## src/rtl/int_ctrl_pkg.sv

```systemverilog
// rtl/int_ctrl_pkg.sv - shared register offsets, FSM encodings and defaults for int_ctrl
package int_ctrl_pkg;

  localparam int NUM_SRC_DEFAULT = 8;
  localparam int ID_W            = 5;

  localparam logic [3:0] INTC_PENDING = 4'h0;
  localparam logic [3:0] INTC_ENABLE  = 4'h4;
  localparam logic [3:0] INTC_CLAIM   = 4'h8;
  localparam logic [3:0] INTC_STATUS  = 4'hC;

  localparam logic [1:0] ST_IDLE    = 2'd0;
  localparam logic [1:0] ST_ASSERT  = 2'd1;
  localparam logic [1:0] ST_CLAIMED = 2'd2;

  function automatic logic [31:0] status_word(input logic [1:0] state,
                                              input logic [ID_W-1:0] id);
    status_word = {19'd0, id, 6'd0, state};
  endfunction

endpackage

```

## src/rtl/int_gateway.sv

```systemverilog
// rtl/int_gateway.sv - per-source pending/in-service gateway
// INT_CTRL_EDGE_EN selects rising-edge capture; default is level-sensitive.
module int_gateway
  import int_ctrl_pkg::*;
(
  input  logic sys_clk,
  input  logic sys_reset,
  input  logic req,
  input  logic claim,
  input  logic complete,
  output logic pending,
  output logic in_service
);

  logic set_req;

`ifdef INT_CTRL_EDGE_EN
  logic req_q;

  always_ff @(posedge sys_clk) begin
    if (sys_reset) req_q <= 1'b0;
    else           req_q <= req;
  end

  assign set_req = req & ~req_q;
`else
  assign set_req = req;
`endif

  // Claim beats a same-cycle request; in_service is the registered value,
  // so a request alongside completion re-pends one cycle later.
  always_ff @(posedge sys_clk) begin
    if (sys_reset) begin
      pending    <= 1'b0;
      in_service <= 1'b0;
    end else begin
      if (claim) begin
        pending    <= 1'b0;
        in_service <= 1'b1;
      end else if (set_req && !in_service) begin
        pending <= 1'b1;
      end
      if (complete) in_service <= 1'b0;
    end
  end

endmodule

```

## src/rtl/int_ctrl.sv

```systemverilog
// rtl/int_ctrl.sv - fixed-priority interrupt controller with claim/complete handshake
// Gateway mode selected by INT_CTRL_EDGE_EN (edge) or its absence (level).
module int_ctrl
  import int_ctrl_pkg::*;
#(
  parameter int NUM_SRC = NUM_SRC_DEFAULT
) (
  input  logic               sys_clk,
  input  logic               sys_reset,
  input  logic [NUM_SRC-1:0] irq_src_i,
  input  logic               wr_en_i,
  input  logic [31:0]        wr_addr_i,
  input  logic [31:0]        wr_data_i,
  input  logic               rd_en_i,
  input  logic [31:0]        rd_addr_i,
  output logic [31:0]        rd_data_o,
  output logic               int_flag_o
);

  logic [NUM_SRC-1:0] enable;
  logic [NUM_SRC-1:0] pending;
  logic [NUM_SRC-1:0] in_service;
  logic [1:0]         state;
  logic [ID_W-1:0]    claim_id;
  logic [ID_W-1:0]    best_id;
  logic [3:0]         rd_addr_q;
  logic               claim_rd;
  logic               do_claim;
  logic               do_complete;
  logic               unused_bits;

  assign claim_rd    = rd_en_i && (rd_addr_i[3:0] == INTC_CLAIM);
  assign do_claim    = (state == ST_ASSERT) && claim_rd && (best_id != '0);
  assign do_complete = (state == ST_CLAIMED) && wr_en_i &&
                       (wr_addr_i[3:0] == INTC_CLAIM) &&
                       (wr_data_i[ID_W-1:0] == claim_id);

  // Lowest index wins: scan downward so the last hit is the smallest.
  always_comb begin
    best_id = '0;
    for (int i = NUM_SRC - 1; i >= 0; i--) begin
      if (pending[i] && enable[i]) best_id = ID_W'(i + 1);
    end
  end

  genvar g;
  generate
    for (g = 0; g < NUM_SRC; g++) begin : gen_gw
      int_gateway u_gw (
        .sys_clk    (sys_clk),
        .sys_reset  (sys_reset),
        .req        (irq_src_i[g]),
        .claim      (do_claim && (best_id == ID_W'(g + 1))),
        .complete   (do_complete && (claim_id == ID_W'(g + 1))),
        .pending    (pending[g]),
        .in_service (in_service[g])
      );
    end
  endgenerate

  always_ff @(posedge sys_clk) begin
    if (sys_reset) begin
      state     <= ST_IDLE;
      claim_id  <= '0;
      enable    <= '0;
      rd_addr_q <= '0;
    end else begin
      rd_addr_q <= rd_addr_i[3:0];
      if (wr_en_i && (wr_addr_i[3:0] == INTC_ENABLE)) enable <= wr_data_i[NUM_SRC-1:0];
      case (state)
        ST_IDLE: begin
          if (claim_rd)        claim_id <= '0;
          if (best_id != '0)   state    <= ST_ASSERT;
        end
        ST_ASSERT: begin
          if (do_claim) begin
            claim_id <= best_id;
            state    <= ST_CLAIMED;
          end else if (best_id == '0) begin
            if (claim_rd) claim_id <= '0;
            state <= ST_IDLE;
          end
        end
        ST_CLAIMED: begin
          if (do_complete) state <= ST_IDLE;
        end
        default: state <= ST_IDLE;
      endcase
    end
  end

  assign int_flag_o = (state == ST_ASSERT);

  always_comb begin
    rd_data_o = '0;
    case (rd_addr_q)
      INTC_PENDING: rd_data_o[NUM_SRC-1:0] = pending;
      INTC_ENABLE:  rd_data_o[NUM_SRC-1:0] = enable;
      INTC_CLAIM:   rd_data_o[ID_W-1:0]    = claim_id;
      INTC_STATUS:  rd_data_o = status_word(state, (state == ST_CLAIMED) ? claim_id : '0);
      default:      rd_data_o = '0;
    endcase
  end

  assign unused_bits = ^{wr_addr_i[31:4], rd_addr_i[31:4], wr_data_i, in_service};

endmodule

```

## config.mk

```make
export PLATFORM = sky130hd
export DESIGN_NAME = int_ctrl
export DESIGN_NICKNAME = d
export VERILOG_FILES = /design/src/rtl/int_ctrl_pkg.sv /design/src/rtl/int_gateway.sv /design/src/rtl/int_ctrl.sv
export SDC_FILE = /design/constraint.sdc
export NUM_CORES = 1
export LEC_CHECK = 0
export CAP_MARGIN = 20
export CORE_UTILIZATION = 30
export CTS_BUF_LIST = sky130_fd_sc_hd__clkbuf_16
export CTS_CLUSTER_DIAMETER = 150
export DETAILED_ROUTE_END_ITERATION = 6
export PLACE_DENSITY_LB_ADDON = 0.05
export SLEW_MARGIN = 20
export SYNTH_ARGS = -nofsm -noshare
export SYNTH_HDL_FRONTEND = slang
export SYNTH_HIERARCHICAL = 1
export SYNTH_SLANG_ARGS = --single-unit
```

## constraint.sdc

```tcl
create_clock -name sys_clk -period 1.6 [get_ports sys_clk]
set_input_delay 0.16 -clock sys_clk [delete_from_list [all_inputs] [get_ports sys_clk]]
set_output_delay 0.16 -clock sys_clk [all_outputs]
set_load 0.02 [all_outputs]
```

; After elaboration in Yosys (flattened, before gate mapping)
; Cells that the tools add are included.
[word_totals]
regBits = 35
inputBits = 108
out_inout_bits = 33
elab_cells = 139
[op_classes]
n_eq_ne = 28
n_mux = 21
n_reduce_logical = 70
[ops]
columns = op, count
row1 = $mux 5, 12
row2 = $eq 5x3->1 const B, 8
row3 = $logic_and 1x1->1, 39
row4 = $reduce_or 2->1, 16
row5 = $eq 5x2->1 const B, 4
row6 = $pmux 5 s4, 1
row7 = $eq 4x4->1 const B, 4
row8 = $eq 5x1->1 const B, 2
row9 = $eq 5x4->1 const B, 2
row10 = $pmux 5 s2, 1
row11 = $eq 4x3->1 const B, 2
row12 = $logic_not 1->1, 8
row13 = $mux 2, 4
row14 = $pmux 2 s3, 1
row15 = $pmux 3 s2, 1
row16 = $eq 5x5->1, 1
row17 = $logic_not 5->1, 1
row18 = $reduce_bool 5->1, 1
row19 = $logic_not 4->1, 1
row20 = $mux 4, 1
row21 = $ne 2x2->1 const B, 2
row22 = $ne 3x1->1 const B, 1
row23 = $reduce_and 3->1, 1
row24 = $eq 2x1->1 const B, 1
row25 = 4 further kinds, 4

; Depth between registers and ports, before layout
[depth]
ltp_word = 13
mapped_depth = 6
mapped_depth_nobuf = 6

; Hierarchy
; The synthesis kept the hierarchy.
[modules_own_cells]
columns = module, n_inst, cells_per_inst, area_each_um2, seq_area_each_um2
row1 = int_ctrl, 1, 176, 1446.4, 380.4
row2 = int_gateway, 8, 7, 66.3, 40.0

; Worst setup path after synthesis
; Ideal clock, no wire load.
[synth_path]
path_type = flip-flop to flip-flop
startpoint = reg gen_gw[1].u_gw.pending
endpoint = reg gen_gw[6].u_gw.pending
setup_ns = 0.115
arrival_time_ns = 1.485
t_required_ns = 1.485
setup_slack_ns = 0.001
path_stages_with_launch = 6
path_buffers = 0
period_less_slack_ns = 1.599
path_cell_list = dfxtp_1 a222oi_1 nand4_2 nor4_1 nor2_1 o21a_1
[synth_via]
elab_chain_len = 7
elab_cells_between_ends = 8
classes_between = eq/ne: 1 / mux: 2 / reduce/logical: 5
[synth_lines]
columns = element, line
row1 = from (decl), int_gateway.sv:11  ; output logic pending,
row2 = from (signal assigned), int_gateway.sv:34  ; pending <= 1'b0;
row3 = from (signal assigned), int_gateway.sv:38  ; pending <= 1'b0;
row4 = from (signal assigned), int_gateway.sv:41  ; pending <= 1'b1;
row5 = $logic_and 1x1->1 (*), int_ctrl.sv:42  ; if (pending[i] && enable[i]) best_id = ID_W'(i + 1);
row6 = $mux 5 (*) (2 in series), int_ctrl.sv:42
row7 = $reduce_bool 5->1, int_ctrl.sv:33  ; assign do_claim = (state == ST_ASSERT) && claim_rd && (best_id != '0);
row8 = $logic_and 1x1->1, int_ctrl.sv:33
row9 = $logic_and 1x1->1 (*), int_ctrl.sv:53  ; .claim (do_claim && (best_id == ID_W'(g + 1))),
row10 = $reduce_or 2->1 (no line) (*), --
row11 = to (signal assigned), int_gateway.sv:34
row12 = to (signal assigned), int_gateway.sv:38
row13 = to (signal assigned), int_gateway.sv:41
row14 = to (decl), int_gateway.sv:11
; Mark *: on every way between the ends. The rest lies on a longest branch, timed or not.
; A chain may end at the register's enable or synchronous reset.

; Worst setup path after layout
[layout_path]
startpoint = reg gen_gw[2].u_gw.pending
endpoint = reg gen_gw[1].u_gw.pending
[layout_via]
elab_chain_len = 8
elab_cells_between_ends = 9
classes_between = eq/ne: 1 / mux: 3 / reduce/logical: 5
[layout_lines]
columns = element, line
row1 = from (decl), int_gateway.sv:11
row2 = from (signal assigned), int_gateway.sv:34
row3 = from (signal assigned), int_gateway.sv:38
row4 = from (signal assigned), int_gateway.sv:41
row5 = $logic_and 1x1->1 (*), int_ctrl.sv:42
row6 = $mux 5 (*) (3 in series), int_ctrl.sv:42
row7 = $reduce_bool 5->1, int_ctrl.sv:33
row8 = $logic_and 1x1->1, int_ctrl.sv:33
row9 = $logic_and 1x1->1 (*), int_ctrl.sv:53
row10 = $reduce_or 2->1 (no line) (*), --
; Marks and branches as above.

==> results.py <==
metrics = {
    "outcome": {
        "status": "finished, violations left",
        "failed_checks": "setup timing",
    },
    "yosys": {
        "synth_cell_type_count": 48,
        "ys_seq_area_frac": 0.354,
        "syn_area_mm2": 0.00198,
        "synthArstFlopShare": 0,
        "yosys_warnings": 6,
        "avgSynthCellArea_um2": 8.52,
        "synth_enable_flop_cells": 0,
        "synth-main-ff-cell": "dfxtp_1",
        "synth_area_leader_cell": "dfxtp_1",
        "synthCells": 232,
        "ys_ff_latch": 35,
        "yosys-top-cells-area": "dfxtp_1 (35%), nor2_1 (7.6%), buf_4 (7.2%)",
        "synth_top_area_share": 0.354,
    },
    "route": {
        "vias": 1880,
        "dr.pass1.iters": 4,
        "vias_per_cell": 4.75,
        "ant_nets": 0,
        "avgRoutedWirePerCell_um": 14.6,
        "wirelength_um": 5780,
        "drt_iter0_drc": 60,
        "route.detailed.drc": 0,
    },
    "placed_design": {
        "place_area_mm2": 0.00272,
        "hpwl_um": 4520,
        "gp_congestion": 0.786,
        "io_buffers": 41,
    },
    "floorplanning": {
        "dieArea_mm2": 0.00692,
        "coreArea_mm2": 0.00635,
        "fp.dieH_um": 83.2,
        "die_w_um": 83.2,
        "boundaryPins": 141,
        "row_count": 29,
        "initial_core_util": 0.311,
    },
    "global_routing": {
        "antenna_found_initial": 0,
        "grt_pass1_wl_um": 9300,
        "grt.total_usage": 0.174,
        "grt_pass1_vias": 1754,
        "grt-ovfl-total": 0,
        "grt_max_degree": 25,
    },
    "cells_and_area": {
        "stdcell_area_mm2": 0.00301,
        "drive_above_1_share": 0.332,
        "area_growth_pct": 52.4,
        "layout_commonest_cell": "buf_4",
        "nets": 427,
        "final_cell_mix": "buf_4 (46), nor2_1 (40), dfxtp_1 (29), clkdlybuf4s50_1 (27), conb_1 (19)",
        "n_antenna_cell": 0,
    },
    "power_and_ir_drop": {
        "power_uw": 2150,
        "ir_drop_v": 0.000390,
        "p_per_area_mw_per_mm2": 715,
        "leakage_uw": 0.00128,
    },
    "critical_path": {
        "cp_slowest_cell": "a311o_1",
        "cpLargestDelayFamily": "compound AO/OA/AOI/OAI gates",
        "cp_cell_sequence": "buf_4 > nand2_2 > a21oi_2 > a311o_1 > buf_6 > a211oi_4 > nor2_1 > o21a_1",
        "cp-end-kind": "flip-flop",
        "path_buf_inv": 2,
        "critical-path-max-stage-delay_ns": 0.38,
        "cp.arrival_ns": 1.80,
        "crit_type": "flip-flop to flip-flop",
        "critPathMaxFanout": 3,
        "rr_worst_depth": 8,
        "path_depth": 8,
        "required_ns": 1.77,
        "cp-start-kind": "flip-flop",
    },
    "clock_network": {
        "h-tree-depth": 2,
        "postCtsHoldBufs": 0,
        "cts_buffer_depth": 2,
        "clkSlewWorstSetupHoldPaths_ns": 0.06,
        "clock_latency_ns": 0.28,
        "cts_tree": "yes",
        "numCtsBuffers": 5,
        "cts_root_buf": "clkbuf_16",
        "cts_sinks": 35,
    },
    "sta": {
        "max_freq_mhz": 613,
        "rsz0062_at_grt": "yes",
        "finalHoldViolCount": 0,
        "clock-skew-final_ns": 0.00569,
        "worst_slack_ns": -0.0301,
        "fin_crit_ns": 1.63,
        "holdWs_ns": 0.453,
        "min_period_over_period": 1.02,
        "final_max_slew_viol_count": 0,
        "finalSetupViolations": 3,
    },
    "min_path": {
        "hold-path-cell-count": 2,
        "hold_class": "primary input to flip-flop",
    },
    "flow_run": {
        "maxCapViolations": 0,
    },
}
==> final cells by class <==
| type | count | area [µm²] |
|---|---|---|
| Clock buffer | 5 | 125 |
| Clock inverter | 2 | 8.76 |
| Fill cell | 632 | 3340 |
| Inverter | 2 | 7.51 |
| Multi-Input combinational cell | 185 | 1280 |
| Sequential cell | 35 | 711 |
| Tap cell | 77 | 96.3 |
| Timing Repair Buffer | 90 | 785 |
==> state kept, by name, summed over array words and instances, names as in the netlist <==
signal,cells
enable,8
claim_id,5
rd_addr_q,4
state,2
gen_gw.u_gw/in_service,8
gen_gw.u_gw/pending,8
==> logic make-up (layout without fill, tap and decap cells) <==
group                     count (synthesis)  in the layout  share of synthesized area
DFF                                      35             35                      0.354
muxes                                    16             16                     0.0956
other                                     1             19                    0.00190
AOI/OAI and AO/OA                        28             28                      0.111
xor gates and xnor gates                  5              5                     0.0222
and+or+nand+nor                         117            117                      0.315
buffers and inverters                    30             99                      0.100
==> where the power goes <==
part / leakage (µW) / internal, µW / total, µW / switching, µW
clock: 0.0000671 / 559 / 904 / 345
combinational: 0.000924 / 170 / 331 / 162
sequential: 0.000288 / 896 / 920 / 24.5
==> through the flow <==
stage                     utilization  instances  TNS (ns)  setup slack (ns)
after floorplan                     -        250         0          0.000834
after global placement          0.429        385     -4.91            -0.291
after detailed placement        0.429        385     -5.21            -0.260
after CTS                       0.464        395    -0.290           -0.0890
after global routing            0.474        396     -1.54            -0.123
final                           0.474        396   -0.0727           -0.0301
==> synthesized netlist by cell type, types with 5 or more instances <==
| cell type | number |
|---|---|
| nor2_1 | 40 |
| dfxtp_1 | 35 |
| buf_4 | 19 |
| nand2_1 | 15 |
| nor3_1 | 15 |
| mux2i_1 | 14 |
| nor2b_1 | 14 |
| and2_1 | 8 |
| o21a_1 | 8 |
| a21oi_1 | 5 |
| buf_2 | 5 |
==> final timing paths <==
path,start,to,slack [ns]
hold / removal,rd_addr_i[3],rd_addr_q[3],0.45
setup / recovery,gen_gw[2].u_gw/pending,gen_gw[1].u_gw/pending,-0.03
hold reg to reg,gen_gw[1].u_gw/in_service,gen_gw[1].u_gw/in_service,0.49
setup reg to reg,gen_gw[2].u_gw/pending,gen_gw[1].u_gw/pending,-0.03
==> timing repair <==
action                                  in CTS  in global routing
pin swaps                                    8                 10
endpoints found under the setup margin      27                 26
setup buffers                                3                  1
resized for setup                           93                 15
==> routing by layer <==
metal / share of wire / wire [µm] / vias up / track usage
met2: 0.43 / 2510 / 51 / 0.256
met4: 0.0066 / 38 / 0 / 0.0564
met3: 0.051 / 293 / 2 / 0.0447
met5: 0 / 0 / - / 0
li1: - / - / 947 / -
met1: 0.51 / 2940 / 880 / 0.248
Note: power is estimated with default switching activity, not from simulation.
